--- src/rtl/hazard_pkg.sv ---
// Shared constants, counter-width helper and register-number type for the hazard scoreboard.
// No logic of its own; no latency or backpressure.
// Counter width covers the longest programmable unavailability window.
package hazard_pkg;

  localparam int REG_COUNT_DEF  = 16;
  localparam int NUM_SRC_DEF    = 2;
  localparam int WB_DELAY_DEF   = 2;
  localparam int LOAD_DELAY_DEF = 1;

  typedef logic [$clog2(REG_COUNT_DEF)-1:0] reg_num_t;

  function automatic int cnt_w(input int wb_delay, input int load_delay);
    int mx;
    mx = (wb_delay > load_delay) ? wb_delay : load_delay;
    return (mx < 1) ? 1 : $clog2(mx + 1);
  endfunction

endpackage

--- src/rtl/hazard_pend_cell.sv ---
// Per-register pending down-counter: busy while a result is still in flight.
// busy is registered state; load and clear take effect on the next edge.
// hold freezes the count; clear wins over hold, load wins over decrement.
module hazard_pend_cell import hazard_pkg::*; #(
  parameter int CNT_W = cnt_w(WB_DELAY_DEF, LOAD_DELAY_DEF)
) (
  input  logic             clk,
  input  logic             rst,
  input  logic             clr,
  input  logic             hold,
  input  logic             load,
  input  logic [CNT_W-1:0] load_val,
  output logic             busy
);

  logic [CNT_W-1:0] cnt;

  always_ff @(posedge clk) begin
    if (rst || clr) begin
      cnt <= '0;
    end else if (!hold) begin
      if (load) begin
        cnt <= load_val;
      end else if (cnt != '0) begin
        cnt <= cnt - 1'b1;
      end
    end
  end

  assign busy = (cnt != '0);

endmodule

--- src/rtl/hazard_scoreboard_unit.sv ---
// Register scoreboard raising hazard_detected when a used source is still in flight; optional stall counter under HAZARD_STATS_EN.
// hazard_detected is combinational (zero latency) from the current counters and the source inputs.
// A hazard blocks issue; freeze holds all counters, flush clears them.
module hazard_scoreboard_unit import hazard_pkg::*; #(
  parameter int REG_COUNT  = REG_COUNT_DEF,
  parameter int NUM_SRC    = NUM_SRC_DEF,
  parameter int WB_DELAY   = WB_DELAY_DEF,
  parameter int LOAD_DELAY = LOAD_DELAY_DEF
) (
  input  logic                                  clk,
  input  logic                                  rst,
  input  logic                                  forwarding_enable,
  input  logic                                  freeze,
  input  logic                                  flush,
  input  logic                                  issue_valid,
  input  logic                                  issue_wb_en,
  input  logic                                  issue_mem_r_en,
  input  logic [$clog2(REG_COUNT)-1:0]          issue_dest,
  input  logic [NUM_SRC-1:0]                    src_valid,
  input  logic [NUM_SRC*$clog2(REG_COUNT)-1:0]  src,
  output logic                                  hazard_detected,
  output logic [31:0]                           stall_cycles
);

  localparam int REG_W = $clog2(REG_COUNT);
  localparam int CNT_W = cnt_w(WB_DELAY, LOAD_DELAY);

  logic [REG_COUNT-1:0] busy;
  logic [CNT_W-1:0]     load_val;
  logic                 accept;

  // Checks the pre-update counters, so an instruction reading its own destination sees the old value.
  always_comb begin
    hazard_detected = 1'b0;
    for (int i = 0; i < NUM_SRC; i++) begin
      if (src_valid[i] && busy[src[i*REG_W +: REG_W]]) begin
        hazard_detected = 1'b1;
      end
    end
  end

  assign accept = issue_valid && issue_wb_en && !hazard_detected && !freeze && !flush;

  always_comb begin
    load_val = '0;
    if (!forwarding_enable) begin
      load_val = CNT_W'(WB_DELAY);
    end else if (issue_mem_r_en) begin
      load_val = CNT_W'(LOAD_DELAY);
    end
  end

  for (genvar r = 0; r < REG_COUNT; r++) begin : g_pend
    hazard_pend_cell #(.CNT_W(CNT_W)) u_cell (
      .clk      (clk),
      .rst      (rst),
      .clr      (flush),
      .hold     (freeze),
      .load     (accept && (issue_dest == REG_W'(r))),
      .load_val (load_val),
      .busy     (busy[r])
    );
  end

`ifdef HAZARD_STATS_EN
  logic [31:0] stall_q;

  always_ff @(posedge clk) begin
    if (rst) begin
      stall_q <= '0;
    end else if (issue_valid && hazard_detected && !freeze && (stall_q != '1)) begin
      stall_q <= stall_q + 32'd1;
    end
  end

  assign stall_cycles = stall_q;
`else
  assign stall_cycles = '0;
`endif

endmodule

--- config.mk ---
export PLATFORM = sky130hd
export DESIGN_NAME = hazard_scoreboard_unit
export DESIGN_NICKNAME = d
export VERILOG_FILES = /design/src/rtl/hazard_pkg.sv /design/src/rtl/hazard_pend_cell.sv /design/src/rtl/hazard_scoreboard_unit.sv
export SDC_FILE = /design/constraint.sdc
export NUM_CORES = 1
export LEC_CHECK = 0
export BUFFER_PORTS_ARGS = -buffer_cell sky130_fd_sc_hd__buf_2
export CORE_ASPECT_RATIO = 0.75
export CORE_MARGIN = 4
export CORE_UTILIZATION = 43
export CTS_BUF_LIST = sky130_fd_sc_hd__clkbuf_2 sky130_fd_sc_hd__clkbuf_4 sky130_fd_sc_hd__clkbuf_8
export CTS_CLUSTER_DIAMETER = 50
export DETAILED_ROUTE_END_ITERATION = 8
export PLACE_DENSITY = 0.76
export SYNTH_ARGS = -nofsm -noshare
export SYNTH_HDL_FRONTEND = slang
export SYNTH_SLANG_ARGS = --single-unit
--- constraint.sdc ---
create_clock -name clk -period 2.5 [get_ports clk]
set_clock_uncertainty 0.15 [all_clocks]
set_input_delay 0.5 -clock clk [delete_from_list [all_inputs] [get_ports clk]]
set_output_delay 0.5 -clock clk [all_outputs]
set_load 0.05 [all_outputs]
# ---- Word-level counts from Yosys, hierarchy flattened
# Index checks and enable logic that the tools add are counted.
dict set report totals {
  register_bits 32
  input_bits 22
  out_inout_bits 33
  wordCells 165
}
dict set report op_classes {
  addsub 16
  n_lt_le_gt_ge 2
  n_eq_ne 15
  muxes 40
  n_bitwise 1
  n_reduce_logical 75
}
# op n
set op_table {}
lappend op_table {{$mux W2} 33}
lappend op_table {{$reduce_bool A2 Y1} 32}
lappend op_table {{$eq A4 B4 Y1 const B} 8}
lappend op_table {{$reduce_and A2 Y1} 16}
lappend op_table {{$sub A2 B1 Y2 const B} 16}
lappend op_table {{$logic_and A1 B1 Y1} 22}
lappend op_table {{$eq A4 B3 Y1 const B} 4}
lappend op_table {{$lt A4 B5 Y1 const B} 2}
lappend op_table {{$bmux W1 S4} 2}
lappend op_table {{$eq A4 B2 Y1 const B} 2}
lappend op_table {{$mux W1} 5}
lappend op_table {{$eq A4 B1 Y1 const B} 1}
lappend op_table {{$logic_not A4 Y1} 1}
lappend op_table {{$logic_not A1 Y1} 3}
lappend op_table {{$logic_or A1 B1 Y1} 1}
lappend op_table {{$not A1 Y1} 1}

# ---- Depth between registers and ports, before layout
dict set report logic_depth {
  depth_word 13
  mapped_depth 8
  mapped_depth_nobuf 7
}

# ---- Modules after synthesis
# From an unflattened synthesis, not the netlist that was laid out.
dict set report hier_totals {
  cells_unflattened 390
  area_unflattened_um2 2969.1
}
# module n_inst cells_per_inst area_each_um2 seq_area_each_um2
set by_module_without_submodules {}
lappend by_module_without_submodules {hazard_pend_cell 16 16 123.9 40.0}
lappend by_module_without_submodules {hazard_scoreboard_unit 1 134 987.2 0.0}

# ---- Worst setup path after synthesis
# Ideal clock, no wire load.
dict set report synth_timing {
  path_type {input to output}
  startpoint {in src[0]}
  endpoint {out hazard_detected}
  t_arrival_ns 1.978
  required_ns 1.850
  path_slack_ns -0.128
  path_stages 5
  n_path_buf 1
  cell_sequence {buf_6 mux4_1 o22ai_1 o221ai_1 nand2_1}
}
dict set report synth_via {
  elab_chain_cells 5
}
# item line
set synth_lines {}
lappend synth_lines {{start, declared} hazard_scoreboard_unit.sv:20} ;# input logic [NUM_SRC*$clog2(REG_COUNT)-1:0] src,
lappend synth_lines {{$bmux W1 S4} hazard_scoreboard_unit.sv:36} ;# if (src_valid[i] && busy[src[i*REG_W +: REG_W]]) begin
lappend synth_lines {{$mux W1 (not written as such)} hazard_scoreboard_unit.sv:36}
lappend synth_lines {{$logic_and A1 B1 Y1} hazard_scoreboard_unit.sv:36}
lappend synth_lines {{$mux W1 (2 in a row)} hazard_scoreboard_unit.sv:36}
lappend synth_lines {{end, declared} hazard_scoreboard_unit.sv:21} ;# output logic hazard_detected,
# Every way passes these cells. The select of a mux whose other input is x is not followed.

# ---- Worst setup path in the final report
dict set report layout_timing {
  startpoint {reg g_pend[4].u_cell.cnt[0]}
  endpoint {out hazard_detected}
}
dict set report layout_via {
  elab_chain_cells 6
  elab_cells_between_ends 9
  classes_between {mux (6); reduce/logical (3)}
}
# item line
set layout_lines {}
lappend layout_lines {{start, declared} hazard_pend_cell.sv:16} ;# logic [CNT_W-1:0] cnt;
lappend layout_lines {{start signal, assigned} hazard_pend_cell.sv:23} ;# cnt <= load_val;
lappend layout_lines {{start signal, assigned} hazard_pend_cell.sv:25} ;# cnt <= cnt - 1'b1;
lappend layout_lines {{$reduce_bool A2 Y1 *} hazard_pend_cell.sv:30} ;# assign busy = (cnt != '0);
lappend layout_lines {{$bmux W1 S4} hazard_scoreboard_unit.sv:36}
lappend layout_lines {{$mux W1 (not written as such)} hazard_scoreboard_unit.sv:36}
lappend layout_lines {{$logic_and A1 B1 Y1} hazard_scoreboard_unit.sv:36}
lappend layout_lines {{$mux W1} hazard_scoreboard_unit.sv:36}
lappend layout_lines {{$mux W1 *} hazard_scoreboard_unit.sv:36}
# Every way passes the cells marked *; elsewhere a longest branch is shown, timed or not. The select of a mux whose other input is x is not followed.

==> flow_summary.json <==
{
  "fin_ws_ns": -0.0629,
  "die_x_um": 101,
  "crit_fanout": 3,
  "antennaDiodeCount": 0,
  "crit_path_end_kind": "output port",
  "syn_avg_cell_area_sq_um": 7.98,
  "drv_slew": 0,
  "reg_top3": "g_pend.u_cell.cnt x32",
  "reg2reg_setup_slack_ns": 0.07,
  "synth-seq-area-share_pct": 22.8,
  "antenna_found_initial": 0,
  "ys.flop_type": "dfxtp_1",
  "violations": "setup timing",
  "hp-start": "g_pend[5].u_cell.cnt[0]",
  "synthToLayoutAreaGrowth_pct": 23.0,
  "vias": 2564,
  "yosysWarnings": 0,
  "layout.nets": 434,
  "rsz0062_at_grt": "yes",
  "avgViaCountPerCell": 5.36,
  "placed_cells": 455,
  "ys_async_sr_fraction_pct": 0,
  "post-route-period-util_pct": 103,
  "synth-edff-count": 0,
  "synth_top_cell_area_share_pct": 22.8,
  "startpoint": "g_pend[4].u_cell.cnt[0]",
  "p_leak_nw": 1.30,
  "dieArea_sq_um": 7920,
  "place_ws_ns": -0.124,
  "ctsRootBufferMaster": "clkbuf_8",
  "final-hold-violation-count": 0,
  "r2r-start": "g_pend[4].u_cell.cnt[0]",
  "critPathArrivalTime_ns": 1.91,
  "status": "finished, violations left",
  "whs_ns": 0.427,
  "hold_path_depth": 2,
  "num-fill-cells": 550,
  "synth_area_leaders": "dfxtp_1 23%, mux2i_1 12%, buf_4 8.8%, ha_1 7.1%, o21ai_0 5.9%",
  "min_to": "g_pend[5].u_cell.cnt[0]",
  "total_power_mw": 1.27,
  "postSynthCellCount": 353,
  "r2r_cells": 9,
  "clkSinkCount": 32,
  "ys_seq_elements": 32,
  "yosys-top-cells-count": "37 x inv_1, 37 x nand2_1, 35 x mux2i_1, 33 x buf_4, 33 x o21ai_0",
  "wire_per_inst_um": 15.1,
  "ant_nets": 0,
  "clkTransAtPathRegs_ns": 0.07,
  "placed_cell_area_sq_um": 2950,
  "power_density_nw_per_um2": 367,
  "cts_buffers": 5,
  "drive_gt1_share_pct": 39.0,
  "design_area_sq_um": 3460,
  "finalWeightedCongestion": 0.798,
  "max_freq_mhz": 390,
  "ff_latch_area_sq_um": 674,
  "grt_pass1_wl_mm": 12.0,
  "ctsLongestPathBuffers": 2,
  "ctsHoldBuffers": 0,
  "required_ns": 1.85,
  "rows": 25,
  "io_pins": 55,
  "htree_levels": 2,
  "setup_tns_ns": -0.0629,
  "grt_pass1_vias": 2549,
  "clock_latency_ns": 0.29,
  "initial_utilization_pct": 44.6,
  "drt_iter0_drc": 177,
  "drt_wl_total_mm": 7.23,
  "core_sq_um": 6320,
  "fin_cells": 478,
  "synth_top_area_cell": "dfxtp_1",
  "synth_area_sq_um": 2820,
  "top_register": "g_pend.u_cell.cnt",
  "hpwl_mm": 5.14,
  "vdd_drop_max_mv": 0.323,
  "firstDrtPassIters": 4,
  "postLayoutCoreUtil_pct": 54.8,
  "overflow": 0,
  "largest_reg_flops": 32,
  "cts_tree": "done",
  "grt_max_degree": 32,
  "synth_cell_types": 37,
  "hp-class": "flop to flop",
  "drc": 0,
  "die_y_um": 78.1,
  "port_buffers": 22,
  "r2r-end": "g_pend[8].u_cell.cnt[0]",
  "crit_type": "flop to output port",
  "setup_viol": 1,
  "start_kind": "flop",
  "layout_min_cycle_time_ns": 2.56,
  "track_usage_pct": 19.1,
  "multi_input_area_sq_um": 2080,
  "cap_violations": 0
}
## where the power goes
group	internal (mW)	switching, mW	total [mW]
sequential	0.510	0.000285	0.510
combinational	0.0541	0.194	0.248
clock	0.307	0.208	0.514
## worst max path at each step
stage	endpoint	slack [ns]	cells after the start
floorplan	hazard_detected	0.06	5
global placement	hazard_detected	-0.1	6
detailed placement	hazard_detected	-0.12	6
CTS	hazard_detected	-0.06	7
global route	hazard_detected	-0.14	7
finish	hazard_detected	-0.06	7
## area by class of cell
| class | count | share of cell area (%) |
|---|---|---|
| clock buffers | 6 | 2.20 |
| clock inverters | 2 | 1.01 |
| inverters | 37 | 4.01 |
| multi-input cells | 266 | 60.0 |
| flip-flops and latches | 32 | 19.5 |
| well taps | 81 | 2.93 |
| repair buffers | 54 | 10.4 |
## cell usage in the layout, fill, tap and decap left out, drive strengths merged, types with 16 or more instances in the layout
master	count
buf	54
nand2	37
inv	37
mux2i	35
o21ai	33
conb	32
dfxtp	32
nor2	20
xnor2	16
ha	16
## routing by layer
metal / vias up / share of wire (%) / track usage [%]
li1: 1233 / - / -
met1: 1214 / 40 / 23.3
met2: 95 / 50 / 32.0
met3: 22 / 6.7 / 3.82
met4: 0 / 3.5 / 8.90
met5: - / 0 / 0
## cells by family (layout without fill, tap and decap cells)
family,after synthesis,after routing,share of synthesized area (%)
xor+xnor,16,16,4.98
fa+ha+maj,16,16,7.11
mux,44,44,19.0
compound gates,59,59,12.8
simple gates,99,99,16.4
other cells,1,32,0.133
buf+inv,86,99,16.9
flops,32,32,22.8
## worst max-delay path, cell delays in order (launching register included)
cell and delay [ns]:
dfxtp_2 0.33, inv_1 0.07, ha_4 0.18, mux4_2 0.47
o22ai_2 0.20, o221ai_2 0.13, nand2_2 0.10, buf_8 0.14
## timing repair
item                                    in CTS  in global routing
pin swaps                                   13                 12
buffers inserted                             7                  8
resized for setup                           71                 30
endpoints found under the setup margin       1                 14
No activity file was read; power rests on OpenSTA's default activity.
